## config.mk

```make
export PLATFORM = sky130hd
export DESIGN_NAME = seq_lamp_ctrl
export DESIGN_NICKNAME = d
export VERILOG_FILES = /design/src/rtl/seq_lamp_ctrl.sv
export SDC_FILE = /design/constraint.sdc
export NUM_CORES = 1
export LEC_CHECK = 0
export BUFFER_PORTS_ARGS = -buffer_cell sky130_fd_sc_hd__buf_2
export CAP_MARGIN = 20
export CORE_MARGIN = 1
export CORE_UTILIZATION = 56
export DETAILED_ROUTE_END_ITERATION = 8
export GPL_ROUTABILITY_DRIVEN = 0
export HOLD_SLACK_MARGIN = 0.08
export PLACE_DENSITY = 0.84
export SYNTH_ARGS = -nofsm -noshare
export SYNTH_HDL_FRONTEND = slang
export SYNTH_SLANG_ARGS = --single-unit
export TNS_END_PERCENT = 100
```

## constraint.sdc

```tcl
create_clock -name out_newclock -period 3 [get_ports out_newclock]
set_input_delay 0.6 -clock out_newclock [delete_from_list [all_inputs] [get_ports out_newclock]]
set_output_delay 0.6 -clock out_newclock [all_outputs]
set_load 0.005 [all_outputs]
```

## src/rtl/seq_lamp_ctrl.sv

```systemverilog
// Sequential turn/hazard lamp controller with centre-outward fill animation.
// Optional brake overlay and Brake port: define SEQ_LAMP_BRAKE_EN.
module seq_lamp_ctrl #(
  parameter int LAMPS      = 3,
  parameter int TURN_TICKS = 1,
  parameter int HAZ_TICKS  = 1
) (
  input  logic             out_newclock,
  input  logic             rst_n,
  input  logic             Turn_Left,
  input  logic             Turn_Right,
  input  logic             Emergency,
`ifdef SEQ_LAMP_BRAKE_EN
  input  logic             Brake,
`endif
  output logic [LAMPS-1:0] Left_Lamp,
  output logic [LAMPS-1:0] Right_Lamp,
  output logic [1:0]       mode_o,
  output logic             cycle_done
);

  localparam int SW_RAW = $clog2(2 * LAMPS);
  localparam int SW     = (SW_RAW < 1) ? 1 : SW_RAW;
  localparam int TMAX   = (TURN_TICKS > HAZ_TICKS) ? TURN_TICKS : HAZ_TICKS;
  localparam int TW_RAW = $clog2(TMAX);
  localparam int TW     = (TW_RAW < 1) ? 1 : TW_RAW;

  typedef enum logic [1:0] {
    IDLE   = 2'd0,
    LEFT   = 2'd1,
    RIGHT  = 2'd2,
    HAZARD = 2'd3
  } mode_e;

  mode_e            mode_q, mode_d, req;
  logic [SW-1:0]    step_q, step_d, last_step;
  logic [TW-1:0]    tick_q, tick_d, last_tick;
  logic [LAMPS-1:0] left_q, left_d;
  logic [LAMPS-1:0] right_q, right_d;
  logic [LAMPS-1:0] pat_l, pat_r;
  logic             done_q, done_d;
  int               k;

  // Left bank lights from the top (innermost) bit downwards.
  function automatic logic [LAMPS-1:0] fill_left(input int n);
    logic [LAMPS-1:0] f;
    for (int i = 0; i < LAMPS; i++) begin
      f[i] = (i >= LAMPS - n);
    end
    return f;
  endfunction

  // Right bank lights from bit 0 (innermost) upwards.
  function automatic logic [LAMPS-1:0] fill_right(input int n);
    logic [LAMPS-1:0] f;
    for (int i = 0; i < LAMPS; i++) begin
      f[i] = (i < n);
    end
    return f;
  endfunction

  // Request priority, step/tick sequencing and next lamp pattern.
  always_comb begin
    mode_d  = mode_q;
    step_d  = step_q;
    tick_d  = tick_q;
    left_d  = left_q;
    right_d = right_q;
    done_d  = 1'b0;
    k       = 0;
    pat_l   = '0;
    pat_r   = '0;

    priority case (1'b1)
      Emergency:  req = HAZARD;
      Turn_Left:  req = LEFT;
      Turn_Right: req = RIGHT;
      default:    req = IDLE;
    endcase

    if (mode_q == HAZARD) begin
      last_tick = TW'(HAZ_TICKS - 1);
      last_step = SW'(2 * LAMPS - 1);
    end else begin
      last_tick = TW'(TURN_TICKS - 1);
      last_step = SW'(LAMPS);
    end

    if (req != mode_q) begin
      mode_d  = req;
      step_d  = '0;
      tick_d  = '0;
      left_d  = '0;
      right_d = '0;
    end else if (mode_q == IDLE) begin
      step_d  = '0;
      tick_d  = '0;
      left_d  = '0;
      right_d = '0;
`ifdef SEQ_LAMP_BRAKE_EN
      if (Brake) begin
        left_d  = '1;
        right_d = '1;
      end
`endif
    end else begin
      if (tick_q == last_tick) begin
        tick_d = '0;
        if (step_q == last_step) begin
          step_d = '0;
          done_d = 1'b1;
        end else begin
          step_d = step_q + SW'(1);
        end
      end else begin
        tick_d = tick_q + TW'(1);
      end

      k = int'(step_d);
      if (mode_q == HAZARD && k > LAMPS) begin
        k = 2 * LAMPS - k;
      end
      pat_l = fill_left(k);
      pat_r = fill_right(k);

      unique case (mode_q)
        LEFT: begin
          left_d  = pat_l;
          right_d = '0;
`ifdef SEQ_LAMP_BRAKE_EN
          if (Brake) right_d = '1;
`endif
        end
        RIGHT: begin
          left_d  = '0;
          right_d = pat_r;
`ifdef SEQ_LAMP_BRAKE_EN
          if (Brake) left_d = '1;
`endif
        end
        default: begin
          left_d  = pat_l;
          right_d = pat_r;
        end
      endcase
    end
  end

  // State and lamp registers; reset clears everything at once.
  always_ff @(posedge out_newclock or posedge rst_n) begin
    if (rst_n) begin
      mode_q  <= IDLE;
      step_q  <= '0;
      tick_q  <= '0;
      left_q  <= '0;
      right_q <= '0;
      done_q  <= 1'b0;
    end else begin
      mode_q  <= mode_d;
      step_q  <= step_d;
      tick_q  <= tick_d;
      left_q  <= left_d;
      right_q <= right_d;
      done_q  <= done_d;
    end
  end

  assign Left_Lamp  = left_q;
  assign Right_Lamp = right_q;
  assign mode_o     = mode_q;
  assign cycle_done = done_q;

endmodule

```

# After elaboration in Yosys (flattened, before gate mapping)
# Index checks and enable logic that the tools add are counted.
dict set report word_totals {
  latch_bits 0
  romBits 0
  output_inout_bits 9
  register_bits 13
  mem_count 0
  elab_cells 50
  input_bits 5
  ram_bits 0
}
dict set report classes {
  multipliers 0
  shifts 0
  magnitude_cmp 7
  eq_ne 5
  mux 26
  n_div 0
  add_sub_neg 4
  n_bitwise 0
  n_reduce_logical 2
}
# operator n
set op_table {}
lappend op_table {{32-bit 2-to-1 mux} 3}
lappend op_table {{3-bit 2-to-1 mux} 13}
lappend op_table {{1-bit by 32-bit >= comparator with 1-bit output (first input constant)} 1}
lappend op_table {{2-bit by 32-bit >= comparator with 1-bit output (first input constant)} 1}
lappend op_table {{3-bit by 32-bit >= comparator with 1-bit output (first input constant)} 1}
lappend op_table {{1-bit by 32-bit < comparator with 1-bit output (first input constant)} 1}
lappend op_table {{2-bit by 32-bit < comparator with 1-bit output (first input constant)} 1}
lappend op_table {{3-bit by 32-bit < comparator with 1-bit output (first input constant)} 1}
lappend op_table {{3-bit by 32-bit subtractor with 32-bit output (first input constant)} 1}
lappend op_table {{1-bit 2-to-1 mux} 7}
lappend op_table {{2-bit 2-to-1 mux} 3}
lappend op_table {{2-bit equality test (second input constant)} 2}
lappend op_table {{3-bit by 3-bit subtractor with 4-bit output (first input constant)} 1}
lappend op_table {{3-bit by 1-bit adder with 3-bit output (second input constant)} 1}
lappend op_table {{3-bit equality test} 1}
lappend op_table {{3-bit by 2-bit > comparator with 1-bit output (second input constant)} 1}
lappend op_table {{2-bit by 1-bit equality test with 1-bit output (second input constant)} 1}
lappend op_table {{2-bit zero test} 1}
lappend op_table {{2-bit != test} 1}
lappend op_table {{1-bit adder (second input constant)} 1}
lappend op_table {{1-bit logical AND} 1}

# Depth between registers and ports, before layout
dict set report logic_depth {
  depth_word 17
  mapped_depth 7
  mapped_depth_nobuf 6
}

# Worst setup path before layout
# No wires, ideal clock.
dict set report synth_timing {
  path_kind {register to register}
  startpoint {register step_q[0]}
  endpoint {register left_q[2], in the netlist Left_Lamp[2]}
  required_ps 2866
  n_path_buf 1
  slack_ps 1230
  setup_ps 134
  period_less_slack_ps 1770
  stages_incl_launch_ff 7
  arrival_ps 1636
  path_cell_list {dfrtp_1 buf_2 inv_1 ha_1 or3_1 o211ai_1 a31oi_1}
}
dict set report synth_via {
  elab_chain_cells 15
  elab_cells_between_ends 17
  cone_classes {add/sub: 3; order compare: 2; eq/ne: 1; mux: 10; reduce/logical: 1}
}
# element line_no
set synth_lines {}
lappend synth_lines {{start: declaration} 36} ;# logic [SW-1:0] step_q, step_d, last_step;
lappend synth_lines {{start signal: assignment} 160} ;# step_q <= step_d;
lappend synth_lines {{3-bit by 1-bit adder with 3-bit output / 3-bit equality test (equally long branches)} {113, 109}}
lappend synth_lines {{3-bit 2-to-1 mux} 109} ;# if (step_q == last_step) begin
lappend synth_lines {{3-bit 2-to-1 mux *} 107} ;# if (tick_q == last_tick) begin
lappend synth_lines {{3-bit 2-to-1 mux *} 95} ;# end else if (mode_q == IDLE) begin
lappend synth_lines {{3-bit 2-to-1 mux *} 89} ;# if (req != mode_q) begin
lappend synth_lines {{3-bit by 2-bit > comparator with 1-bit output} 120} ;# if (mode_q == HAZARD && k > LAMPS) begin
lappend synth_lines {{1-bit logical AND} 120}
lappend synth_lines {{32-bit 2-to-1 mux *} 120}
lappend synth_lines {{32-bit 2-to-1 mux *} 95}
lappend synth_lines {{32-bit 2-to-1 mux *} 89}
lappend synth_lines {{3-bit by 32-bit subtractor with 32-bit output *} 48} ;# f[i] = (i >= LAMPS - n);
lappend synth_lines {{3-bit by 32-bit >= comparator with 1-bit output *} 48}
lappend synth_lines {{3-bit 2-to-1 mux *} 126} ;# unique case (mode_q)
lappend synth_lines {{3-bit 2-to-1 mux *} 95}
lappend synth_lines {{3-bit 2-to-1 mux *} 89}
lappend synth_lines {{net left_d[2]} 38} ;# logic [LAMPS-1:0] left_q, left_d;
lappend synth_lines {{end signal: assignment} 162} ;# left_q <= left_d;
lappend synth_lines {{end: declaration} 38}
# The timed path passes the listed nets; every way through them passes the cells marked *. The select of a mux whose other input is x is not followed.
# A chain may end at the register's enable or synchronous reset.

# Worst setup path after layout
# Ends and elaborated chain as after synthesis.

==> reports/results.ini <==
[sta]
hold_ws_ns=0.319
period_needed_ns=2.02
finalCritPeriodShare=0.674
setup_viol=0
hold_viol=0
clock.fmax_ghz=0.495
relSlewSlack=0.698
fin_skew_ns=0.00178
rsz0062_at_grt=false
worst_slew_pin_slew_ns=0.452
tns_ns=0
slew_viol_final=0

[global_routing]
grt_pass1_vias=604
gr-total-overflow=0
antenna_found_initial=0
grt_max_degree=13
grt_usage=0.277
grt_pass1_wl_um=2750

[critical_path]
crit_path_start=step_q[0]
crit_buf_inv=1
crit_path_top_delay_cell=dfrtp_1
critPathKind=flip-flop to flip-flop
startpoint_type=flip-flop
cp_max_fo=10
reg2reg_from=step_q[0]
cp_data_arrival_time_ns=2.17
crit_path_cell_trace=inv_1 -> ha_1 -> or3_1 -> o211ai_1 -> a31oi_1
crit_path_end_kind=flip-flop
worstPathRequired_ns=3.14
critical-path-top-delay-family=flip-flops
critPathMaxStageDelay_ns=0.56

[layout]
utilization=0.719
syn2layout_area_growth_pct=13.9
final_area_um2=842
layout-drive-gt1-share=0.270
layout_common_cells=buf_2 (13), dfrtp_1 (12), a21oi_1 (7)
finalNetCount=99
diodes=0
final_common_cell=buf_2

[yosys]
synth_top_flop_cell=dfrtp_1
syn_inst=74
avgSynthCellArea_um2=9.99
synth_edf_count=0
yosys_warnings=0
netlist_area_um2=739
ys_seq_area_frac=0.406
synthTopCellsByArea=dfrtp_1 (41%), ha_1 (6.8%), a21oi_1 (4.7%), nor4b_2 (4.1%), a2111oi_4 (3.7%)
async_reset_ff_frac=1.00
synth_top_area_share=0.406
ys_seq_elements=12
ys_types=32
syn-num-nets=83
netlist.top_cell.by_area=dfrtp_1

[routing]
top_layer=met4
vias_per_cell=6.20
wl_met1_um=651
wl_per_cell_um=15.3
drc=0
vias=639
route.met2.wl_um=744
routed_wl_um=1580
met3_length_um=146
drtAntennaViolNets=0
drt_iter0_drc=20
first_pass_iters=4

[floorplanning]
fp.dieH_um=38.3
num_io_pins=14
start_util=0.631
rows=12
core_mm2=0.00117
die_x_um=38.3
fp.dieArea_mm2=0.00147

[cts]
cts_tree=done
cts_root_buf=clkbuf_4
cts_hold_buffers=0
cts_sinks=12
clkSlewWorstSetupHoldPaths_ns=0.07
clk_path_buf_depth=2
cts_setup_buffers=0
clkLatencyLatePin_ns=0.27
ctsResizeCount=0
cts_buffers=3
h-tree-depth=1

[worst_hold_path]
hp-class=input port to async pin

[pwr]
power_density_mw_per_mm2=463
ir_worst_vdd_mv=0.382
finalPower_w=0.000389
p_leak_nw=0.407

[placed_design]
portBuffers=13
place.detailed.hpwl_um=1210
dpl_cell_area_um2=806

[status]
status=completed

[run]
cap_violations=0

[synth_stat cells, types with 2 or more instances]
library cell,count
nand2_1,6
dfrtp_1,12
inv_1,5
o2111ai_1,2
a21o_1,2
o21ai_0,2
a21oi_1,7
a31oi_1,3
nand3_1,2
nor4b_2,2
and3b_1,2
nor2_1,3
o211ai_1,2
nand2b_1,3
ha_1,4
[per-stage QoR]
stage / setup WS (ns) / instances
global placement: 1.10 / 99
global route: 0.834 / 103
detailed placement: 1.02 / 99
CTS: 1.01 / 103
finish: 0.978 / 103
floorplan: 1.23 / 74
[report_power, final]
part	switching, W	internal (W)	total [W]
clock network	0.0000531	0.0000738	0.000127
logic	0.0000444	0.0000343	0.0000787
registers	0.0000131	0.000171	0.000184
[per-layer routing]
metal / global-route usage / vias up
li1: - / 302
met1: 0.384 / 296
met4: 0.103 / 0
met2: 0.419 / 37
met3: 0.0640 / 4
met5: 0 / -
[worst paths after layout]
check	endpoint	slack, ns	cells after the start
worst max-delay path	Left_Lamp[2]	0.98	5
worst min-delay path	step_q[1]	0.32	2
worst max register to register	Left_Lamp[2]	0.98	5
worst min register to register	step_q[0]	0.68	1
max in group asynchronous	mode_o[0]	2.37	2
min in group out_newclock	mode_o[1]	0.55	2
[logic make-up (layout without fill, tap and decap cells)]
kind of cell,count (synthesis),in the layout,share of synthesized area
AO/OA/AOI/OAI,24,24,0.240
flip-flops,12,12,0.406
buffers and inverters,7,22,0.0474
adder cells (fa/ha/maj),4,4,0.0677
AND/OR/NAND/NOR,27,27,0.239
[registers in the layout (all words and copies together) (netlist names)]
register    cells
Left_Lamp       3
Right_Lamp      3
cycle_done      1
mode_o          2
step_q          3
[cell type report]
type                       instances  area, µm²
tap                               14       17.5
multi-input combinational         55        404
inverter                           5       18.8
fill                             102        329
clock buffer                       4       36.3
timing repair buffer              13       65.1
sequential                        12        300
[worst register-to-register path: stages (launching register included)]
cell,delay [ns]
dfrtp_1,0.56
inv_1,0.19
ha_1,0.45
or3_1,0.44
o211ai_1,0.14
a31oi_1,0.12
(Power assumes the default switching activity.)
